==> src/rtl/asic_dpath_pkg.sv <==
// Shared definitions for the pipelined accelerator datapath: the micro-op
// encoding and a decoder that folds unused encodings onto NOP.
package asic_dpath_pkg;

  typedef enum logic [3:0] {
    OP_NOP    = 4'd0,
    OP_LDI    = 4'd1,
    OP_ADD    = 4'd2,
    OP_ADDI   = 4'd3,
    OP_MUL    = 4'd4,
    OP_SWS    = 4'd5,
    OP_RELU   = 4'd6,
    OP_CMPEQ  = 4'd7,
    OP_MAC    = 4'd8,
    OP_RDACC  = 4'd9,
    OP_CLRACC = 4'd10,
    OP_OUT    = 4'd11
  } op_e;

  // Map a raw 4-bit opcode onto the enum; encodings 12..15 behave as NOP.
  function automatic op_e op_decode(input logic [3:0] raw);
    op_e op;
    case (raw)
      4'd1:    op = OP_LDI;
      4'd2:    op = OP_ADD;
      4'd3:    op = OP_ADDI;
      4'd4:    op = OP_MUL;
      4'd5:    op = OP_SWS;
      4'd6:    op = OP_RELU;
      4'd7:    op = OP_CMPEQ;
      4'd8:    op = OP_MAC;
      4'd9:    op = OP_RDACC;
      4'd10:   op = OP_CLRACC;
      4'd11:   op = OP_OUT;
      default: op = OP_NOP;
    endcase
    return op;
  endfunction

endpackage

==> src/rtl/asic_alu.sv <==
// Combinational ALU for the register-writing micro-ops. Produces the
// writeback value and whether the op writes the destination register.
// Side-effect ops (CMPEQ, MAC, CLRACC, OUT) are handled by the top.
module asic_alu
  import asic_dpath_pkg::*;
#(
  parameter int DATA_W = 32,
  parameter int SH_W   = $clog2(DATA_W)
) (
  input  op_e               op,
  input  logic [DATA_W-1:0] a,
  input  logic [DATA_W-1:0] b,
  input  logic [DATA_W-1:0] imm,
  input  logic [DATA_W-1:0] acc_lo,
  output logic [DATA_W-1:0] result,
  output logic              we
);

  // Select the writeback value and write-enable for the decoded op.
  always_comb begin
    result = '0;
    we     = 1'b0;
    case (op)
      OP_LDI: begin
        result = imm;
        we     = 1'b1;
      end
      OP_ADD: begin
        result = a + b;
        we     = 1'b1;
      end
      OP_ADDI: begin
        result = a + imm;
        we     = 1'b1;
      end
      OP_MUL: begin
        result = a * b;
        we     = 1'b1;
      end
      OP_SWS: begin
        // Logical shift brings zeros in from above, so a window that runs
        // past the top of the word reads those bits as 0.
        result = (a >> b[SH_W-1:0]) & DATA_W'(8'hFF);
        we     = 1'b1;
      end
      OP_RELU: begin
        if (b[DATA_W-1]) begin
          result = '0;
        end else begin
          result = b;
        end
        we = 1'b1;
      end
      OP_RDACC: begin
        result = acc_lo;
        we     = 1'b1;
      end
      default: begin
        result = '0;
        we     = 1'b0;
      end
    endcase
  end

endmodule

==> src/rtl/asic_dpath_pipe.sv <==
// Pipelined accelerator datapath: one micro-op per accepted command,
// registered writeback stage with W->X bypass, accumulator, compare flag
// and a back-pressured response port.
module asic_dpath_pipe
  import asic_dpath_pkg::*;
#(
  parameter int DATA_W = 32,
  parameter int NREGS  = 16,
  parameter int ACC_W  = 64,
  parameter int RA_W   = $clog2(NREGS),
  parameter int SH_W   = $clog2(DATA_W)
) (
  input  logic              clk,
  input  logic              reset,
  input  logic              cmd_val,
  output logic              cmd_rdy,
  input  logic [3:0]        cmd_op,
  input  logic [RA_W-1:0]   cmd_rd,
  input  logic [RA_W-1:0]   cmd_rs1,
  input  logic [RA_W-1:0]   cmd_rs2,
  input  logic [DATA_W-1:0] cmd_imm,
  output logic              resp_val,
  input  logic              resp_rdy,
  output logic [DATA_W-1:0] resp_data,
  output logic              eq_flag,
  output logic [ACC_W-1:0]  acc_o,
  output logic              busy
);

  typedef struct packed {
    logic              valid;
    logic [RA_W-1:0]   rd;
    logic [DATA_W-1:0] data;
  } wstage_t;

  logic [DATA_W-1:0]   rf_r [NREGS];
  wstage_t             w_r;
  logic [ACC_W-1:0]    acc_r;
  logic                eq_r;
  logic                resp_val_r;
  logic [DATA_W-1:0]   resp_data_r;

  op_e                 op_s;
  logic                fire_s;
  logic [DATA_W-1:0]   a_s;
  logic [DATA_W-1:0]   b_s;
  logic [DATA_W-1:0]   alu_res_s;
  logic                alu_we_s;
  logic [2*DATA_W-1:0] prod_s;
  logic [ACC_W-1:0]    prod_ext_s;

  assign op_s    = op_decode(cmd_op);
  // Stall only while a response is held and not being taken this cycle.
  assign cmd_rdy = reset & ~(resp_val_r & ~resp_rdy);
  assign fire_s  = cmd_val & cmd_rdy;

  // Operand A: r0 is hard zero, else newest value from W or the file.
  always_comb begin
    a_s = '0;
    if (cmd_rs1 == '0) begin
      a_s = '0;
    end else if (w_r.valid && (w_r.rd == cmd_rs1)) begin
      a_s = w_r.data;
    end else begin
      a_s = rf_r[cmd_rs1];
    end
  end

  // Operand B: same selection as operand A.
  always_comb begin
    b_s = '0;
    if (cmd_rs2 == '0) begin
      b_s = '0;
    end else if (w_r.valid && (w_r.rd == cmd_rs2)) begin
      b_s = w_r.data;
    end else begin
      b_s = rf_r[cmd_rs2];
    end
  end

  // Full-width product feeds MAC; zero-extended or wrapped to ACC_W.
  assign prod_s     = (2*DATA_W)'(a_s) * (2*DATA_W)'(b_s);
  assign prod_ext_s = ACC_W'(prod_s);

  asic_alu #(
    .DATA_W (DATA_W),
    .SH_W   (SH_W)
  ) u_alu (
    .op     (op_s),
    .a      (a_s),
    .b      (b_s),
    .imm    (cmd_imm),
    .acc_lo (acc_r[DATA_W-1:0]),
    .result (alu_res_s),
    .we     (alu_we_s)
  );

  // Writeback stage capture; writes aimed at r0 never enter W.
  always_ff @(posedge clk) begin
    if (!reset) begin
      w_r <= '0;
    end else if (fire_s && alu_we_s && (cmd_rd != '0)) begin
      w_r.valid <= 1'b1;
      w_r.rd    <= cmd_rd;
      w_r.data  <= alu_res_s;
    end else begin
      w_r.valid <= 1'b0;
    end
  end

  // Register file write from the W stage, one edge after capture.
  always_ff @(posedge clk) begin
    if (!reset) begin
      for (int i = 0; i < NREGS; i++) begin
        rf_r[i] <= '0;
      end
    end else if (w_r.valid) begin
      rf_r[w_r.rd] <= w_r.data;
    end
  end

  // Accumulator: updated at accept, so a following RDACC sees the new sum.
  always_ff @(posedge clk) begin
    if (!reset) begin
      acc_r <= '0;
    end else if (fire_s && (op_s == OP_MAC)) begin
      acc_r <= acc_r + prod_ext_s;
    end else if (fire_s && (op_s == OP_CLRACC)) begin
      acc_r <= '0;
    end
  end

  // Compare flag holds the result of the most recent CMPEQ.
  always_ff @(posedge clk) begin
    if (!reset) begin
      eq_r <= 1'b0;
    end else if (fire_s && (op_s == OP_CMPEQ)) begin
      eq_r <= (a_s == b_s);
    end
  end

  // Response register: load on OUT, hold until consumed, data kept stable.
  always_ff @(posedge clk) begin
    if (!reset) begin
      resp_val_r  <= 1'b0;
      resp_data_r <= '0;
    end else if (fire_s && (op_s == OP_OUT)) begin
      resp_val_r  <= 1'b1;
      resp_data_r <= a_s;
    end else if (resp_rdy) begin
      resp_val_r  <= 1'b0;
    end
  end

  assign resp_val  = resp_val_r;
  assign resp_data = resp_data_r;
  assign eq_flag   = eq_r;
  assign acc_o     = acc_r;
  assign busy      = w_r.valid | resp_val_r;

endmodule

==> config.mk <==
export PLATFORM = sky130hd
export DESIGN_NAME = asic_dpath_pipe
export DESIGN_NICKNAME = d
export VERILOG_FILES = /design/src/rtl/asic_dpath_pkg.sv /design/src/rtl/asic_alu.sv /design/src/rtl/asic_dpath_pipe.sv
export SDC_FILE = /design/constraint.sdc
export NUM_CORES = 2
export LEC_CHECK = 0
export ABC_AREA = 1
export CORE_MARGIN = 8
export CORE_UTILIZATION = 50
export CTS_CLUSTER_SIZE = 30
export DETAILED_ROUTE_END_ITERATION = 6
export PLACE_DENSITY = 0.69
export SLEW_MARGIN = 20
export SYNTH_ARGS = -nofsm -noshare
export SYNTH_HDL_FRONTEND = slang
export SYNTH_SLANG_ARGS = --single-unit
==> constraint.sdc <==
create_clock -name clk -period 9.8 [get_ports clk]
set_input_delay 2.45 -clock clk [delete_from_list [all_inputs] [get_ports clk]]
set_output_delay 2.45 -clock clk [all_outputs]
set_load 0.02 [all_outputs]
* After elaboration in Yosys (flattened, before gate mapping) *
Memories as Yosys holds them, arrays and structs flattened.
Cells that the tools add are included.

operators by class
  add/subtract/negate cells = 3
  multiply operators = 2
  divide/modulo/power cells = 0
  $lt $le $gt $ge = 0
  equality and inequality tests = 14
  shifts and indexed selects = 1
  multiplexer cells = 19
  bitwise gates (word level) = 6
  reductions and logical operators = 15

operator list
  cell                                                  number
  one-hot mux 32 bit (7 select lines)                   1
  2-to-1 mux 32 bit                                     5
  2-to-1 mux 64 bit                                     2
  adder 32 bit                                          2
  adder 64 bit                                          1
  multiplier 32 x 32 -> 64 bit                          1
  equality test 32 bit                                  1
  multiplier 32 x 32 -> 32 bit                          1
  OR reduction 32 bit                                   1
  >> shifter 32 x 5 -> 8 bit                            1
  2-to-1 mux 31 bit                                     1
  equality test 4 x 3 -> 1 bit (second input constant)  4
  equality test 4 bit (second input constant)           4
  2-to-1 mux 1 bit                                      9
  equality test 4 x 2 -> 1 bit (second input constant)  2
  equality test 4 bit                                   2
  logical AND 1 bit                                     8
  zero test 4 bit                                       2
  OR reduction 7 bit                                    1
  equality test 4 x 1 -> 1 bit (second input constant)  1
  2-to-1 mux 4 bit                                      1
  nonzero test 2 bit                                    2
  nonzero test 4 bit                                    1
  bitwise AND 1 bit                                     3
  other kinds (2)                                       3

word-level totals
  register bits = 135
  latch bits = 0
  bits in writable memories = 512
  ROM bits = 64
  bits of input ports = 52
  output and inout port bits = 100
  memories kept = 2

memories
  memory            depth  bits a word  rd ports  clocked after Yosys merged registers in  write ports  RTL line               source
  rf_r              16     32           2         0                                        16           asic_dpath_pipe.sv:36  logic [DATA_W-1:0] rf_r [NREGS];
  (name not given)  16     4            1         0                                        0            asic_dpath_pkg.sv:23   case (raw)

* Logic depth before layout (Yosys ltp) *
  depth in word-level cells = 8
  mapped depth = 47
  depth with buffers taken out = 43

* Hierarchy *
From an unflattened synthesis, not the netlist that was laid out.

unflattened totals
  cells, all modules = 11722
  area total of the unflattened synthesis = 90347.9 µm²

by module, submodules not included
  module           instances  cells an instance  area each (µm²)  sequential area each (µm²)
  asic_dpath_pipe  1          8569               69215.1          18077.3
  asic_alu         1          3153               21132.8          0.0

* Worst setup path after synthesis *
Ideal clock, no wire load.

  path kind = input -> register
  start = input port cmd_rs2[0]
  end = register acc_r[39] (netlist: acc_o[39])
  arrival time = 10.192 ns
  slack = -0.524 ns
  stages on the path = 41
  cells stage by stage = buf_4 -> inv_2 -> buf_2 -> buf_2 -> clkbuf_1 -> nor2_1 -> o21ai_0 -> a21oi_1 -> a21oi_1 -> buf_2 -> buf_2 -> ha_1 -> inv_1 -> fa_1 -> inv_1 -> fa_1 -> inv_1 -> fa_1 -> (+5 left out) -> fa_1 -> fa_1 -> inv_1 -> fa_1 -> inv_1 -> ha_1 -> a21oi_1 -> nor2_1 -> nor2_1 -> a21boi_0 -> inv_1 -> a21oi_1 -> o21ai_0 -> inv_1 -> o21bai_1 -> or2_2 -> nand3_1 -> a21oi_1

between the ends
  longest elaborated chain between the ends = 7

ends and longest elaborated chain
  element                                                                            RTL line                source
  from (decl)                                                                        asic_dpath_pipe.sv:20   input logic [RA_W-1:0] cmd_rs2,
  parallel branches: the longest is 3 deep, another holds memory read (16 x 32 bit)  --
  2-to-1 mux 32 bit (*)                                                              asic_dpath_pipe.sv:72   if (cmd_rs2 == '0) begin
  multiplier 32 x 32 -> 64 bit (*)                                                   asic_dpath_pipe.sv:82   assign prod_s = (2*DATA_W)'(a_s) * (2*DATA_W)'(b_s);
  adder 64 bit (*)                                                                   asic_dpath_pipe.sv:127  acc_r <= acc_r + prod_ext_s;
  2-to-1 mux 64 bit (*)                                                              asic_dpath_pipe.sv:126  end else if (fire_s && (op_s == OP_MAC)) begin
  to (signal assigned)                                                               asic_dpath_pipe.sv:127
  to (decl)                                                                          asic_dpath_pipe.sv:38   logic [ACC_W-1:0] acc_r;

Every way passes the cells marked *.
A chain may end at the register's enable or synchronous reset.

* Worst setup path after layout *
  start = input port cmd_rs2[0]
  end = register acc_r[56] (netlist: acc_o[56])

Same word-level chain as after synthesis.

==> flow_metrics.py <==
metrics = {
    "status": {
        "status": "finished with violations",
        "violations": "design-rule violations, negative setup slack",
    },
    "global_routing": {
        "grt_pass1_wl_mm": 509,
        "grt_pass1_vias": 77900,
        "grt_overflow_total": 0,
        "grt_max_degree": 65,
        "grt.total_usage": 0.407,
        "antenna_found_initial": 15,
    },
    "logic_synthesis": {
        "syn_inst": 10000,
        "yosysTopAreaCell": "fa_1",
        "synth_top_cells_by_count": "inv_1 (1949), nand2_1 (1818), nor2_1 (1466)",
        "yosys-top-cells-area": "fa_1 (28%), edfxtp_1 (19%), inv_1 (9.3%)",
        "yosysWarnings": 0,
        "synthDistinctLibCells": 53,
        "netlist_area_um2": 79000,
        "synth-async-reset-ratio": 0,
        "synth_edf_count": 512,
        "ys_seq_area_frac": 0.229,
        "yosysMostFrequentCell": "inv_1",
        "syn_avg_cell_area_um2": 7.86,
        "ys_ff_latch": 647,
        "synth_top_area_share": 0.282,
        "synth_ff_type": "edfxtp_1",
        "synth_nets": 11600,
    },
    "critical_path": {
        "crit_path_top_delay_cell": "fa_2",
        "critPathKind": "input port to flop",
        "cpLargestDelayFamily": "adder cells",
        "cp_slowest_stage_delay_ns": 0.64,
        "r2r_slack_ns": 1.05,
        "crit_buf_inv": 10,
        "crit_top_cell": "fa_2",
        "required_ns": 10.43,
        "cp-start-kind": "input port",
        "endpoint_kind": "flop",
        "cp_max_fo": 10,
        "critPathArrivalTime_ns": 10.70,
    },
    "sta": {
        "fin_crit_sh": 1.03,
        "finalMaxSlewViolations": 0,
        "fmax_mhz": 99.4,
        "tightest_slew_ns": 1.15,
        "setup_violations": 42,
        "fin_crit_ns": 10.07,
        "whs_ns": 0.517,
        "hold_viol_final": 0,
        "fin_skew_ns": 0.0476,
        "rsz0062_at_grt": "yes",
        "setup_ws_ns": -0.265,
        "max_slew_margin": 0.234,
    },
    "job": {
        "cap_viol_max_count": 0,
    },
    "floorplanning": {
        "fp.dieH_um": 413,
        "dieArea_um2": 171000,
        "core_area_um2": 158000,
        "rows": 146,
        "start_util": 0.501,
        "top_level_ports": 152,
        "dieWidth_um": 413,
    },
    "drt": {
        "drcViolationCount": 11,
        "vias": 77700,
        "drt-total-wl_mm": 355,
        "ant_nets": 0,
        "drt_iter0_markers": 10500,
        "viasPerCell": 5.84,
        "drt-pass1-iter-count": 7,
        "wl_per_cell_um": 26.7,
    },
    "layout": {
        "syn2layout_area_growth_pct": 27.5,
        "drive_gt1_frac": 0.207,
        "fin_nets": 12700,
        "fill_cells": 13600,
        "final_util": 0.639,
    },
    "placement": {
        "gp_routability_congestion": 1.07,
        "place.port_buffers": 151,
        "place_ws_ns": -1.75,
        "dp_hpwl_mm": 271,
    },
    "clock_network": {
        "htreeDepth": 3,
        "cts_tree": "yes",
        "clkLatencyLatePin_ns": 0.72,
        "cts-root-buf": "clkbuf_16",
        "clk_pin_slew_ns": 0.06,
        "clockBufferDepth": 3,
        "cts_sinks": 647,
        "numCtsBuffers": 79,
    },
    "hold_path": {
        "min_path_type": "flop to flop",
    },
}
area by class of cell:
| type | instances | area, um2 | share of cell area |
|---|---|---|---|
| timing repair inverter | 1 | 7.51 | 0.0000746 |
| clock buffer | 109 | 2150 | 0.0214 |
| timing repair buffer | 1588 | 15700 | 0.156 |
| sequential | 647 | 18100 | 0.180 |
| antenna | 3 | 7.51 | 0.0000746 |
| multi-input combinational | 6848 | 54100 | 0.537 |
| inverter | 1997 | 7600 | 0.0755 |
| clock inverter | 36 | 410 | 0.00408 |
| tap | 2072 | 2590 | 0.0257 |
flip-flops by register name, summed over array words and instances, names as in the netlist:
| signal | flops |
|---|---|
| w_r | 37 |
| eq_flag | 1 |
| resp_val | 1 |
| acc_o | 64 |
| rf_r | 512 |
| resp_data | 32 |
metrics by stage:
step                area [um2]  TNS, ns  std cells
finish                  101000    -5.29      13300
global route            101000   -16.54      13300
CTS                      98000    -3.09      13200
detailed placement       92000   -86.88      13000
global placement         91900   -84.09      13000
floorplan                79600  -0.0175      10000
placed cells by master (no fill, tap or decap), types with 142 or more instances in the layout:
cell type           n
nand3_1           428
buf_4            1120
nand2_1          1705
fa_1             1046
ha_1              317
a21oi_1           442
o21ai_0           437
buf_12            162
clkdlybuf4s50_1   142
inv_1            1868
edfxtp_1          512
nor2_1           1344
final timing paths:
kind,start,endpoint,depth (start not counted)
min,acc_o[0]$_SDFFE_PN0P_,acc_o[0]$_SDFFE_PN0P_,2
min reg2reg,acc_o[0]$_SDFFE_PN0P_,acc_o[0]$_SDFFE_PN0P_,2
max reg2reg,w_r[34]$_SDFFE_PN0P_,acc_o[62]$_SDFFE_PN0P_,40
max,cmd_rs2[0],acc_o[56]$_SDFFE_PN0P_,37
cell families after synthesis:
logic type	after synthesis	share of synthesized area
buffers and inverters	2554	0.127
XOR/XNOR	28	0.00311
flip-flops	647	0.229
multiplexers	4	0.000507
AO/OA/AOI/OAI	1408	0.100
AND/OR/NAND/NOR	3923	0.199
adder cells (fa/ha/maj)	1485	0.341
worst register-to-register path, delay by kind of cell, from the launching register on:
family	cells	cell delay, ns
fa+ha+maj	9	4.36
xor+xnor	1	0.22
simple gates	13	1.50
flops	1	0.64
buf+inv	12	1.30
compound gates	5	0.57
routing by layer:
metal	global-route usage	share of wire	routed length [um]	up-vias
li1	-	-	-	33300
met5	0	0.00018	63	-
met4	0.260	0.084	29600	10
met1	0.522	0.36	128000	38100
met3	0.105	0.13	44700	1237
met2	0.613	0.43	152000	5113
timing repair:
| action | in CTS | in global routing |
|---|---|---|
| hold buffers | 0 | 0 |
| resized for setup | 545 | 489 |
| pin swaps | 183 | 247 |
| gates cloned | 22 | 12 |
| setup buffers | 97 | 79 |
| endpoints found under the setup margin | 61 | 71 |
Power is left out: the tool's default activity adds up to more than one toggle a clock period on the data nets, which glitch-free logic cannot reach.
